### src/rtl/dijkstra_pkg.sv
// dijkstra_pkg: shared types and helpers for the Dijkstra accelerator slice.
// Holds the edge-cache loader state enum, default widths and address packing.
package dijkstra_pkg;

   localparam int NODE_BITS_DEF  = 7;
   localparam int ADDR_WIDTH_DEF = 16;
   localparam int DATA_WIDTH_DEF = 32;

   typedef enum logic [2:0] {
      ST_IDLE,
      ST_FETCH,
      ST_WRITE,
      ST_VERIFY,
      ST_DONE
   } loader_state_t;

   // Slave decodes {to, from}; upper address bits are zero.
   function automatic logic [31:0] pack_edge_addr(
      input logic [31:0] i_from,
      input logic [31:0] i_to,
      input int          i_nb
   );
      logic [31:0] v_mask;
      v_mask = (32'd1 << i_nb) - 32'd1;
      return ((i_to & v_mask) << i_nb) | (i_from & v_mask);
   endfunction

endpackage

### src/rtl/edge_cache_loader_if.sv
// edge_cache_loader_if: edge stream input plus Avalon-MM master bus.
// master = loader side, slave = stream source / accelerator side.
interface edge_cache_loader_if #(
   parameter int ADDR_WIDTH = 16,
   parameter int DATA_WIDTH = 32
) ();

   logic                  in_valid;
   logic [DATA_WIDTH-1:0] in_data;
   logic                  in_ready;
   logic [ADDR_WIDTH-1:0] m_address;
   logic                  m_write;
   logic [DATA_WIDTH-1:0] m_writedata;
   logic                  m_read;
   logic [DATA_WIDTH-1:0] m_readdata;
   logic                  m_waitrequest;

   modport master (
      input  in_valid,
      input  in_data,
      output in_ready,
      output m_address,
      output m_write,
      output m_writedata,
      output m_read,
      input  m_readdata,
      input  m_waitrequest
   );

   modport slave (
      output in_valid,
      output in_data,
      input  in_ready,
      input  m_address,
      input  m_write,
      input  m_writedata,
      input  m_read,
      output m_readdata,
      output m_waitrequest
   );

endinterface

### src/rtl/edge_index_counter.sv
// edge_index_counter: row-major (from outer, to inner) node-pair walker.
// o_last flags the final edge (N-1, N-1) of the current load.
module edge_index_counter #(
   parameter int NODE_BITS = 7
) (
   input  logic             clock,
   input  logic             reset,
   input  logic             i_clear,
   input  logic             i_advance,
   input  logic [NODE_BITS:0] i_num_nodes,
   output logic [NODE_BITS:0] o_from,
   output logic [NODE_BITS:0] o_to,
   output logic             o_last
);

   logic [NODE_BITS:0] r_from;
   logic [NODE_BITS:0] r_to;
   logic [NODE_BITS:0] w_max;

   assign w_max  = i_num_nodes - 1'b1;
   assign o_last = (r_from == w_max) && (r_to == w_max);
   assign o_from = r_from;
   assign o_to   = r_to;

   // Step to-index each completed edge, wrapping into the next row.
   always_ff @(posedge clock) begin
      if (reset || i_clear) begin
         r_from <= '0;
         r_to   <= '0;
      end else if (i_advance) begin
         if (r_to == w_max) begin
            r_to   <= '0;
            r_from <= r_from + 1'b1;
         end else begin
            r_to <= r_to + 1'b1;
         end
      end
   end

endmodule

### src/rtl/edge_cache_loader.sv
// edge_cache_loader: streams an N x N weight matrix into the edge cache.
// Define EDGE_CACHE_LOADER_VERIFY_EN to read back and count mismatches.
module edge_cache_loader
   import dijkstra_pkg::*;
#(
   parameter int NODE_BITS  = NODE_BITS_DEF,
   parameter int ADDR_WIDTH = ADDR_WIDTH_DEF,
   parameter int DATA_WIDTH = DATA_WIDTH_DEF
) (
   input  logic                   clock,
   input  logic                   reset,
   input  logic                   cmd_start,
   input  logic [NODE_BITS:0]     cmd_num_nodes,
   output logic                   busy,
   output logic                   done,
   output logic                   cmd_error,
   output logic [2*NODE_BITS:0]   edges_written,
`ifdef EDGE_CACHE_LOADER_VERIFY_EN
   output logic [15:0]            verify_errors,
`endif
   edge_cache_loader_if.master    bus
);

   localparam int CW = NODE_BITS + 1;
   localparam int EW = 2 * NODE_BITS + 1;

   loader_state_t         r_state;
   logic [CW-1:0]         r_num;
   logic                  r_busy;
   logic                  r_done;
   logic                  r_error;
   logic                  r_in_ready;
   logic                  r_write;
   logic [EW-1:0]         r_edges;
   logic [ADDR_WIDTH-1:0] r_addr;
   logic [DATA_WIDTH-1:0] r_data;

   logic [CW-1:0]         w_from;
   logic [CW-1:0]         w_to;
   logic                  w_last;
   logic                  w_n_ok;
   logic                  w_clear;
   logic                  w_advance;
   logic [ADDR_WIDTH-1:0] w_addr;

`ifdef EDGE_CACHE_LOADER_VERIFY_EN
   logic                  r_read;
   logic                  r_was_last;
   logic [15:0]           r_verr;
`else
   logic                  w_unused_rdata;
`endif

   assign w_n_ok = (cmd_num_nodes != '0) &&
                   (cmd_num_nodes <= CW'(1 << NODE_BITS));
   assign w_clear = (r_state == ST_IDLE) && cmd_start && w_n_ok;
   assign w_advance = (r_state == ST_WRITE) && !bus.m_waitrequest;
   assign w_addr = ADDR_WIDTH'(pack_edge_addr(32'(w_from),
                                              32'(w_to),
                                              NODE_BITS));

   edge_index_counter #(
      .NODE_BITS (NODE_BITS)
   ) u_idx (
      .clock       (clock),
      .reset       (reset),
      .i_clear     (w_clear),
      .i_advance   (w_advance),
      .i_num_nodes (r_num),
      .o_from      (w_from),
      .o_to        (w_to),
      .o_last      (w_last)
   );

   assign busy            = r_busy;
   assign done            = r_done;
   assign cmd_error       = r_error;
   assign edges_written   = r_edges;
   assign bus.in_ready    = r_in_ready;
   assign bus.m_write     = r_write;
   assign bus.m_address   = r_addr;
   assign bus.m_writedata = r_data;

`ifdef EDGE_CACHE_LOADER_VERIFY_EN
   assign bus.m_read      = r_read;
   assign verify_errors   = r_verr;
`else
   assign bus.m_read      = 1'b0;
   assign w_unused_rdata  = ^bus.m_readdata;
`endif

   // Load sequencer; every bus/status output is a register of this FSM.
   always_ff @(posedge clock) begin
      if (reset) begin
         r_state    <= ST_IDLE;
         r_num      <= '0;
         r_busy     <= 1'b0;
         r_done     <= 1'b0;
         r_error    <= 1'b0;
         r_in_ready <= 1'b0;
         r_write    <= 1'b0;
         r_edges    <= '0;
         r_addr     <= '0;
         r_data     <= '0;
`ifdef EDGE_CACHE_LOADER_VERIFY_EN
         r_read     <= 1'b0;
         r_was_last <= 1'b0;
         r_verr     <= '0;
`endif
      end else begin
         r_done  <= 1'b0;
         r_error <= 1'b0;
         unique case (r_state)
            ST_IDLE: begin
               if (cmd_start) begin
                  if (w_n_ok) begin
                     r_num      <= cmd_num_nodes;
                     r_edges    <= '0;
                     r_busy     <= 1'b1;
                     r_in_ready <= 1'b1;
                     r_state    <= ST_FETCH;
`ifdef EDGE_CACHE_LOADER_VERIFY_EN
                     r_verr     <= '0;
`endif
                  end else begin
                     r_error <= 1'b1;
                  end
               end
            end
            ST_FETCH: begin
               if (bus.in_valid) begin
                  r_in_ready <= 1'b0;
                  r_data     <= bus.in_data;
                  r_addr     <= w_addr;
                  r_write    <= 1'b1;
                  r_state    <= ST_WRITE;
               end
            end
            ST_WRITE: begin
               if (!bus.m_waitrequest) begin
                  r_write <= 1'b0;
                  r_edges <= r_edges + 1'b1;
`ifdef EDGE_CACHE_LOADER_VERIFY_EN
                  r_read     <= 1'b1;
                  r_was_last <= w_last;
                  r_state    <= ST_VERIFY;
`else
                  if (w_last) begin
                     r_done  <= 1'b1;
                     r_state <= ST_DONE;
                  end else begin
                     r_in_ready <= 1'b1;
                     r_state    <= ST_FETCH;
                  end
`endif
               end
            end
`ifdef EDGE_CACHE_LOADER_VERIFY_EN
            ST_VERIFY: begin
               if (!bus.m_waitrequest) begin
                  r_read <= 1'b0;
                  if ((bus.m_readdata != r_data) &&
                      (r_verr != 16'hFFFF)) begin
                     r_verr <= r_verr + 16'd1;
                  end
                  if (r_was_last) begin
                     r_done  <= 1'b1;
                     r_state <= ST_DONE;
                  end else begin
                     r_in_ready <= 1'b1;
                     r_state    <= ST_FETCH;
                  end
               end
            end
`endif
            ST_DONE: begin
               r_busy  <= 1'b0;
               r_state <= ST_IDLE;
            end
            default: begin
               r_state <= ST_IDLE;
            end
         endcase
      end
   end

endmodule

### src/flat_wrapper.sv
// flat-port wrapper written by rule: the top's interface ports become plain ports
module edge_cache_loader_flat import dijkstra_pkg::*;
#(
   parameter int NODE_BITS  = NODE_BITS_DEF,
   parameter int ADDR_WIDTH = ADDR_WIDTH_DEF,
   parameter int DATA_WIDTH = DATA_WIDTH_DEF
)
  (clock, reset, cmd_start, cmd_num_nodes, busy, done, cmd_error, edges_written, bus_in_valid, bus_in_data, bus_in_ready, bus_m_address, bus_m_write, bus_m_writedata, bus_m_read, bus_m_readdata, bus_m_waitrequest);
  edge_cache_loader_if #(.ADDR_WIDTH(ADDR_WIDTH), .DATA_WIDTH(DATA_WIDTH)) bus_i ();
  input  logic clock;
  input  logic reset;
  input  logic cmd_start;
  input  logic [NODE_BITS:0] cmd_num_nodes;
  output logic busy;
  output logic done;
  output logic cmd_error;
  output logic [2*NODE_BITS:0] edges_written;
  input wire logic [$bits(bus_i.in_valid)-1:0] bus_in_valid;
  input wire logic [$bits(bus_i.in_data)-1:0] bus_in_data;
  output wire logic [$bits(bus_i.in_ready)-1:0] bus_in_ready;
  output wire logic [$bits(bus_i.m_address)-1:0] bus_m_address;
  output wire logic [$bits(bus_i.m_write)-1:0] bus_m_write;
  output wire logic [$bits(bus_i.m_writedata)-1:0] bus_m_writedata;
  output wire logic [$bits(bus_i.m_read)-1:0] bus_m_read;
  input wire logic [$bits(bus_i.m_readdata)-1:0] bus_m_readdata;
  input wire logic [$bits(bus_i.m_waitrequest)-1:0] bus_m_waitrequest;
  assign bus_i.in_valid = bus_in_valid;
  assign bus_i.in_data = bus_in_data;
  assign bus_in_ready = bus_i.in_ready;
  assign bus_m_address = bus_i.m_address;
  assign bus_m_write = bus_i.m_write;
  assign bus_m_writedata = bus_i.m_writedata;
  assign bus_m_read = bus_i.m_read;
  assign bus_i.m_readdata = bus_m_readdata;
  assign bus_i.m_waitrequest = bus_m_waitrequest;
  edge_cache_loader #(.NODE_BITS(NODE_BITS), .ADDR_WIDTH(ADDR_WIDTH), .DATA_WIDTH(DATA_WIDTH)) u_core (.clock(clock), .reset(reset), .cmd_start(cmd_start), .cmd_num_nodes(cmd_num_nodes), .busy(busy), .done(done), .cmd_error(cmd_error), .edges_written(edges_written), .bus(bus_i));
endmodule
### config.mk
export PLATFORM = sky130hd
export DESIGN_NAME = edge_cache_loader_flat
export DESIGN_NICKNAME = d
export VERILOG_FILES = /design/src/rtl/dijkstra_pkg.sv /design/src/rtl/edge_cache_loader_if.sv /design/src/rtl/edge_index_counter.sv /design/src/rtl/edge_cache_loader.sv /design/src/flat_wrapper.sv
export SDC_FILE = /design/constraint.sdc
export NUM_CORES = 1
export LEC_CHECK = 0
export ABC_CLOCK_PERIOD_IN_PS = 2660
export CORE_MARGIN = 2
export CORE_UTILIZATION = 34
export DETAILED_ROUTE_END_ITERATION = 12
export DONT_BUFFER_PORTS = 1
export PLACE_DENSITY = 0.6
export SYNTH_ARGS = -nofsm -noshare
export SYNTH_HDL_FRONTEND = slang
export SYNTH_SLANG_ARGS = --single-unit
export TNS_END_PERCENT = 50
### constraint.sdc
create_clock -name clock -period 2.66 [get_ports clock]
set_input_delay 0.266 -clock clock [delete_from_list [all_inputs] [get_ports clock]]
set_output_delay 0.266 -clock clock [all_outputs]
set_load 0.01 [all_outputs]
# Word-level counts from Yosys, hierarchy flattened
# Index checks and enable logic that the tools add are counted.
# word_totals
regBits	95
out_inout_bits	69
# op_classes
n_eq_ne	10
n_reduce_logical	23
n_mux	23
add_sub_neg	4
order_cmp	1
bitwise	4
# op_table
operator	n
$mux 15	3
$pmux 15 s2	1
$add 8x1->8 const B	2
$eq 8x8->1	2
$add 15x1->15 const B	1
$mux 3	5
$or 14x7->14	1
$mux 1	9
$pmux 3 s3	1
$reduce_and 3->1	3
$le 8x8->1 const B	1
$mux 8	1
$ne 2x2->1 const B	4
$reduce_and 4->1	2
$reduce_bool 8->1	1
$sub 8x1->8 const B	1
$reduce_and 6->1	1
$reduce_bool 2->1	3
$reduce_or 3->1	2
$logic_and 1x1->1	5
$pmux 1 s2	2
$reduce_and 2->1	2
$eq 3x1->1 const B	1
$eq 3x2->1 const B	1
other kinds (8)	10

# Depth between registers and ports, before layout
# Gate-level depths: netlist of run 1.
# logic_depth
ltp_word	6
depth_mapped	12
ltp_nobuf	8

# Hierarchy
# Synthesis of run 1 repeated with hierarchy kept, for this count alone.
# hier_totals
cells_unflattened	520
area_unflattened_um2	4339.2
# by_module_without_submodules
mod	n_inst	area_per_inst_um2	cells_each	seq_area_each_um2
edge_cache_loader	1	3171.8	380	1541.5
edge_index_counter	1	1167.4	140	320.3

# Worst setup path before layout of run 1
# OpenSTA, ideal clock, no wires.
# synth_path
kind	flip-flop to flip-flop
from	register u_core.r_num[0]
to	register u_core.r_in_ready, in the netlist u_core.bus.in_ready
setup_time_ns	0.120
path_slack_ns	0.235
path_stages_with_launch	11
t_arrival_ns	2.306
period_less_slack_ns	2.425
path_cell_list	dfxtp_1 buf_2 inv_1 ha_1 buf_2 nor3b_2 xnor2_1 nor3_2 nand4b_4 or4_4 o31a_1
# synth_via
elab_chain_len	5
# synth_rtl
item	line	source
start: declaration	edge_cache_loader.sv:28	logic [CW-1:0] r_num;
start signal: assignment	edge_cache_loader.sv:117	r_num <= cmd_num_nodes;
$sub 8x1->8 (*)	edge_index_counter.sv:20	assign w_max = i_num_nodes - 1'b1;
$eq 8x8->1	edge_index_counter.sv:21	assign o_last = (r_from == w_max) && (r_to == w_max);
$logic_and 1x1->1 (*)	edge_index_counter.sv:21	
$ne 2x2->1 (no line) (*)	--	
$reduce_and 6->1 (no line) (*)	--	
end signal: assignment	edge_cache_loader.sv:100	r_in_ready <= 1'b0;
end signal: assignment	edge_cache_loader.sv:120	r_in_ready <= 1'b1;
end signal: assignment	edge_cache_loader.sv:132	r_in_ready <= 1'b0;
end: declaration	edge_cache_loader.sv:32	logic r_in_ready;
# Mark *: on every way between the ends. The rest lies on a longest branch, timed or not.
# A chain may end at the register's enable or synchronous reset.

# Final worst setup path of run 1
# layout_path
from	register u_core.r_num[1]
to	register u_core.r_in_ready, in the netlist u_core.bus.in_ready
# Same word-level chain as after synthesis.

==> results of run 1 <==
[state kept, by name, indices dropped and copies added (netlist names)]
signal	cells
u_core.done	1
u_core.u_idx.o_from	8
u_core.cmd_error	1
u_core.busy	1
u_core.r_num	8
u_core.r_state	3
u_core.bus.m_address	14
u_core.bus.m_writedata	32
u_core.u_idx.o_to	8
u_core.bus.in_ready	1
u_core.edges_written	15
u_core.bus.m_write	1
[placed cells by master, fill, tap and decap left out, types with 5 or more instances in the layout]
master / n
xor2_1: 20
nor2_1: 32
buf_4: 15
inv_1: 7
nand2_1: 116
nand4_1: 9
o31ai_1: 5
mux2i_1: 10
dfxtp_1: 93
xnor2_1: 12
clkbuf_16: 9
a21oi_1: 60
and3_1: 5
nor3_1: 11
a31oi_1: 5
nand3_1: 19
[through the flow]
stage,hold WS [ns],setup WS [ns],std cells,total power [mW],utilization [%]
floorplan,0.402,0.235,504,1.66,-
detailed placement,0.349,0.169,629,1.69,35.9
global placement,0.347,0.247,629,1.68,35.9
finish,0.0546,0.195,646,2.90,38.6
global route,0.0428,0.00323,646,3.04,38.6
CTS,0.0437,0.169,646,2.95,38.6
[final cells by class]
class	instances	area, um2
inverters	7	26.3
well taps	147	184
repair buffers	18	153
clock inverters	4	51.3
flip-flops and latches	93	1860
clock buffers	10	229
multi-input cells	367	2110
fillers	1229	7350
[cells in the mapped netlist, drive strengths merged, types with 3 or more instances]
cell type,number,area (um2)
nor4,5,46.3
mux2i,10,100
xnor2,13,121
nor2,33,126
nor3b,4,35.0
clkbuf,24,90.1
o31ai,5,37.5
nand2,116,435
o21a,3,22.5
buf,13,86.3
a21oi,60,300
nand3,19,95.1
o21ai,4,20.0
nor3,12,65.1
ha,4,50.1
or4,5,41.3
o211ai,4,30.0
nand4,9,56.3
dfxtp,93,1860
inv,7,26.3
or2,3,18.8
a31oi,5,31.3
or3,4,25.0
and3,5,31.3
xor2,20,175
[critical path, stage by stage (launching register included)]
cell and delay [ns]:
dfxtp_1 0.40, inv_1 0.06, ha_1 0.27, xor2_1 0.19, o31ai_1 0.42, nand4b_4 0.16
or4_4 0.60, o31a_1 0.26
[worst min-delay path by stage]
| stage | to | slack (ns) | cells past startpoint | startpoint |
|---|---|---|---|---|
| 2_1_floorplan | u_core.bus.m_writedata[0]$_SDFFE_PP0P_ | 0.40 | 2 | bus_in_data[0] |
| 3_3_place_gp | u_core.edges_written[1]$_SDFFE_PP0P_ | 0.35 | 1 | reset |
| 3_5_place_dp | u_core.edges_written[1]$_SDFFE_PP0P_ | 0.35 | 1 | reset |
| 4_1_cts | u_core.bus.m_writedata[25]$_SDFFE_PP0P_ | 0.04 | 2 | bus_in_data[25] |
| 5_1_grt | u_core.bus.m_writedata[3]$_SDFFE_PP0P_ | 0.04 | 2 | bus_in_data[3] |
| 6_report | u_core.bus.m_writedata[7]$_SDFFE_PP0P_ | 0.05 | 2 | bus_in_data[7] |
[repair_timing]
action | CTS | global route
setup buffers | 0 | 0
hold buffers | 3 | 0
hold endpoints to repair | 46 | 0
[power by group through the flow]
stage               Clock, mW  Sequential (mW)  Combinational, mW
floorplan                   0             1.47              0.184
global placement            0             1.49              0.198
detailed placement          0             1.49              0.204
CTS                      1.26             1.45              0.228
global route             1.33             1.46              0.251
finish                   1.22             1.45              0.225
[cells by family (layout without fill, tap and decap cells)]
group / count (synthesis) / in the layout / synth area share, %
DFF: 93 / 93 / 44.9
muxes: 12 / 12 / 2.96
xor gates and xnor gates: 34 / 34 / 7.70
buffers and inverters: 44 / 39 / 4.89
other: 1 / 3 / 0.0905
adders and majority gates: 4 / 4 / 1.21
AOI/OAI and AO/OA: 86 / 86 / 11.7
and+or+nand+nor: 228 / 228 / 26.6
[per-layer routing]
layer  GRT usage (%)  vias up  part of all wire [%]
li1                -     1682                     -
met1            19.3     1613                    45
met2            26.2       96                    47
met3            4.39       13                   6.2
met4            6.75        0                   2.0
met5               0        -                     0
==> out/metrics.csv, run 1 <==
stage;metric;value;unit
floorplan;Die Wd;114;um
placement;Detailed Place HPWL;7170;um
drt;Post-Route WL;10100;um
setup_path;Worst Setup SP;u_core.r_num[1]$_SDFFE_PP0P_;
drt;DRC violations left;0;
global_route;initial antenna violation count;0;
pwr;combinational power share;7.8;%
yosys;fraction of registers with async set/reset;0;%
placement;PortBufs;0;
clock_tree;maximum level of the CTS H-tree;3;
global_route;number of global-route vias before repair;3123;
timing;aggregate negative setup slack;0;ns
clock_tree;clk slew on worst S/H paths;0.06;ns
setup_path;r2r startpoint;u_core.r_num[1]$_SDFFE_PP0P_;
hold_path;Hold Crit Class;in2reg;
pwr;Worst VDD drop;0.000340;V
layout;layout net count;577;
setup_path;r2r setup slk;0.20;ns
floorplan;io pins;146;
drt;via count;3404;
clock_tree;CTS root buffer;clkbuf_16;
clock_tree;CTS tree;yes;
pwr;Sw Ratio;23.2;%
clock_tree;clock sinks;93;
setup_path;Worst Setup End Kind;flip-flop;
drt;vias per cell;5.27;
global_route;total grt overflow;0;
yosys;Post-synth EDFFs;0;
setup_path;Req. time, crit path;2.89;ns
setup_path;Startpoint Class;flip-flop;
drt;router iterations before antenna repair;4;
status;status;finished, final reports clean;
layout;fin area;4610;um2
timing;crit share post-route;92.7;%
setup_path;crit-path max FO;7;
yosys;Post-Synthesis Cell Area;4140;um2
pwr;Power Internal;2.23;mW
floorplan;DIE AREA;13100;um2
pwr;Lkg Pwr;1.62;nW
timing;final hold violations;0;
timing;clk_skew;0.00764;ns
global_route;largest net degree at the start of global routing;47;
timing;RSZ-0062 raised after global routing;false;
global_route;first-pass GRT wire length;16100;um
placement;placed instance area;4290;um2
floorplan;num rows;40;
pwr;net switching power;0.673;mW
timing;Fmax achieved;0.406;GHz
setup_path;r2r worst-path depth;7;
drt;DR WL/cell;15.6;um
setup_path;endpoint of the worst register-to-register path;u_core.bus.in_ready$_SDFFE_PP0P_;
yosys;cells after synthesis;502;
yosys;Yosys reg bits;93;
clock_tree;Clk Latency, worst-skew pair;0.34;ns
drt;DRT iter0 DRCs;157;
setup_path;crit path kind;reg2reg;
setup_path;CP arrival;2.69;ns
pwr;clock power share;42.1;%
yosys;library cells used by synthesis;52;
timing;Final min period;2.46;ns
timing;Worst-Margin Slew;0.782;ns
timing;Final setup viols;0;
timing;slew margin rel.;47.7;%
pwr;Sequential Power Share;50.1;%
clock_tree;post-CTS sizing;0;
yosys;Syn Area/Cell;8.25;um2
layout;share of cells above drive strength 1;8.82;%
yosys;Synthesis Warnings;0;
run;Max Cap Viol;0;
pwr;P per Cell Area;630;nW/um2
clock_tree;Max clock buf depth;2;
drt;count of antenna-violating nets left after detailed routing;0;
floorplan;core area;12000;um2
placement;placer congestion estimate;0.792;
floorplan;Initial Utilization;34.6;%
global_route;GRT Total Usage;15.8;%
setup_path;critical path endpoint;u_core.bus.in_ready$_SDFFE_PP0P_;
clock_tree;TritonCTS buffer count;9;
yosys;ys flop type;dfxtp_1;
layout;Area growth syn-to-layout;11.3;%
timing;max-slew violation count;0;
yosys;Seq/Total Area, Yosys;44.9;%
floorplan;Die Ht;114;um
layout;Diodes inserted;0;
(Power assumes the default switching activity.)
==> inputs of run 2 (changes only) <==
HOLD_SLACK_MARGIN = 0.12   (was not set)
==> run 2 against run 1 <==
Combinational power increased by 21%. Maximum frequency increased by 0.35%. Routed wire length increased by 2.8%. Clock power about the same. Die area unchanged. Register-to-register slack about the same. Non-clock buffer count increased by 39. Worst hold slack improved by 0.092 ns. Final area increased by 8.6%. Clock skew about the same. Sequential cell count unchanged. Critical endpoint is now u_core.u_idx.o_from[5]$_SDFFE_PP0P_.
==> out/metrics.csv, run 2 (synthesis results as in run 1) <==
stage;metric;value;unit;change
global_route;number of global-route vias before repair;3357;;was 3,123
layout;Area growth syn-to-layout;20.9;%;was 11.3%
placement;placer congestion estimate;0.792;;unchanged
global_route;initial antenna violation count;0;;unchanged
clock_tree;clk slew on worst S/H paths;0.06;ns;about the same
pwr;Lkg Pwr;1.79;nW;was 1.62 nW
drt;DR WL/cell;15.1;um;was 15.6 um
setup_path;Worst Setup End Kind;flip-flop;;unchanged
timing;Worst-Margin Slew;0.600;ns;was 0.782 ns
layout;max reg flops;32;;unchanged
setup_path;CP peak stage delay;0.52;ns;was 0.60 ns
clock_tree;clock sinks;93;;unchanged
drt;count of antenna-violating nets left after detailed routing;0;;unchanged
layout;filler instances;1172;;was 1,229
layout;most frequent cells in the layout;116 x nand2_1, 93 x dfxtp_1, 60 x a21oi_1;;unchanged
floorplan;Initial Utilization;34.6;%;unchanged
setup_path;r2r setup slk;0.20;ns;about the same
global_route;largest net degree at the start of global routing;65;;was 47
setup_path;worst-path cell chain;inv_1 > ha_1 > xor2_1 > o31ai_1 > nand4b_4 > buf_4 > or4_1 > a21oi_1;;was inv_1 > ha_1 > xor2_1 > o31ai_1 > nand4b_4 > or4_4 > o31a_1
setup_path;crit-path max FO;15;;was 7
pwr;Worst VDD drop;0.000342;V;was 0.000340 V
hold_path;Hold Crit Class;in2reg;;unchanged
layout;Diodes inserted;0;;unchanged
placement;Detailed Place HPWL;7170;um;unchanged
layout;share of cells above drive strength 1;8.18;%;was 8.82%
clock_tree;Max clock buf depth;2;;unchanged
setup_path;crit path kind;reg2reg;;unchanged
global_route;GRT Total Usage;16.1;%;was 15.8%
timing;Final min period;2.46;ns;about the same
hold_path;HP Start;cmd_start;;was bus_in_data[7]
setup_path;Req. time, crit path;2.93;ns;was 2.89 ns
timing;final hold violations;0;;unchanged
pwr;P per Cell Area;589;nW/um2;was 630 nW/um2
placement;PortBufs;0;;unchanged
drt;DRT iter0 DRCs;128;;was 157
floorplan;DIE AREA;13100;um2;unchanged
layout;fin cells;685;;was 646
layout;most common cell after layout, fill and taps aside;nand2_1;;unchanged
clock_tree;CTS tree;yes;;unchanged
setup_path;Worst path top cell family by delay;simple AND/OR/NAND/NOR gates;;unchanged
floorplan;io pins;146;;unchanged
setup_path;endpoint of the worst register-to-register path;u_core.u_idx.o_from[5]$_SDFFE_PP0P_;;was u_core.bus.in_ready$_SDFFE_PP0P_
clock_tree;TritonCTS buffer count;9;;unchanged
drt;router iterations before antenna repair;4;;unchanged
global_route;total grt overflow;0;;unchanged
timing;worst hold margin;0.146;ns;was 0.0546 ns
drt;DRC violations left;0;;unchanged
global_route;first-pass GRT wire length;16600;um;was 16,100 um
placement;placed cells;629;;unchanged
setup_path;worst path buffer plus inverter count;2;;was 1
floorplan;Die Wd;114;um;unchanged
run;Max Cap Viol;0;;unchanged
clock_tree;Clk Latency, worst-skew pair;0.34;ns;about the same
floorplan;num rows;40;;unchanged
layout;layout net count;616;;was 577
setup_path;Startpoint Class;flip-flop;;unchanged
floorplan;core area;12000;um2;unchanged
hold_path;hold-critical path depth;2;;unchanged
timing;crit share post-route;92.3;%;was 92.7%
setup_path;r2r startpoint;u_core.r_num[1]$_SDFFE_PP0P_;;unchanged
timing;max-slew violation count;0;;unchanged
drt;Post-Route WL;10400;um;was 10,100 um
timing;Final setup viols;0;;unchanged
timing;clk_skew;0.00753;ns;was 0.00764 ns
layout;area of the multi-input gates;2110;um2;unchanged
clock_tree;maximum level of the CTS H-tree;3;;unchanged
setup_path;r2r worst-path depth;8;;was 7
drt;via count;3509;;was 3,404
setup_path;CP arrival;2.73;ns;was 2.69 ns
timing;aggregate negative setup slack;0;ns;unchanged
drt;vias per cell;5.12;;was 5.27
hold_path;sink of the worst hold path;u_core.busy$_SDFFE_PP0P_;;was u_core.bus.m_writedata[7]$_SDFFE_PP0P_
timing;Fmax achieved;0.407;GHz;was 0.406 GHz
status;status;finished, final reports clean;;unchanged
floorplan;Die Ht;114;um;unchanged
setup_path;Slowest cell on crit path;or4_1;;was or4_4
layout;FF+latch area;1860;um2;unchanged
timing;RSZ-0062 raised after global routing;false;;unchanged
timing;slew margin rel.;60.0;%;was 47.7%
clock_tree;CTS root buffer;clkbuf_16;;unchanged
pwr;Pwr Total;2.95;mW;was 2.90 mW
[run 2: cell types whose count changed in the layout (fill, tap and decap cells not counted)]
cell / previous run / this run
dlygate4sd3_1: 2 / 41
buf_12: 1 / 0
buf_16: 0 / 1
[run 2: through the flow]
step | util [%] | worst slack (ns) | cell area [um2]
3_5_place_dp | 35.9 | 0.169 | 4290
4_1_cts | 41.9 | 0.169 | 5010
5_1_grt | 41.9 | 0.00323 | 5010
3_3_place_gp | 35.9 | 0.247 | 4290
6_report | 41.9 | 0.204 | 5010
2_1_floorplan | - | 0.235 | 4150
[run 2: worst max path at each step]
stage	from	end	slack, ns	depth (start not counted)
global placement	u_core.r_num[1]$_SDFFE_PP0P_	u_core.bus.in_ready$_SDFFE_PP0P_	0.25	8
detailed placement	u_core.r_num[1]$_SDFFE_PP0P_	u_core.bus.in_ready$_SDFFE_PP0P_	0.17	7
floorplan	u_core.r_num[0]$_SDFFE_PP0P_	u_core.bus.in_ready$_SDFFE_PP0P_	0.23	10
global route	u_core.r_num[1]$_SDFFE_PP0P_	u_core.u_idx.o_from[5]$_SDFFE_PP0P_	0.003	9
finish	u_core.r_num[1]$_SDFFE_PP0P_	u_core.u_idx.o_from[5]$_SDFFE_PP0P_	0.20	8
CTS	u_core.r_num[1]$_SDFFE_PP0P_	u_core.bus.in_ready$_SDFFE_PP0P_	0.17	8
[run 2: metal layers]
layer / vias up / GRT usage, % / part of all wire [%]
li1: 1756 / - / -
met1: 1651 / 19.1 / 44
met2: 91 / 27.9 / 48
met3: 11 / 4.13 / 6.0
met4: 0 / 6.34 / 1.5
met5: - / 0 / 0
[run 2: layout make-up]
cell class              instances  share of cell area, %
multi-input cells             367                   42.1
flip-flops and latches         93                   37.2
repair buffers                 57                   11.0
clock buffers                  10                   4.57
well taps                     147                   3.67
clock inverters                 4                   1.02
inverters                       7                  0.524
[run 2: what timing repair did]
| action | 4_1_cts | 5_1_grt |
|---|---|---|
| hold endpoints to repair | 64 | 0 |
| setup buffers | 0 | 0 |
| gates resized for setup | 0 | 0 |
| hold buffers | 42 | 0 |
[run 2: power breakdown]
part           internal (mW)  switching (mW)
Clock                  0.717           0.505
Sequential              1.42          0.0361
Combinational          0.134           0.138
Total                   2.27           0.679
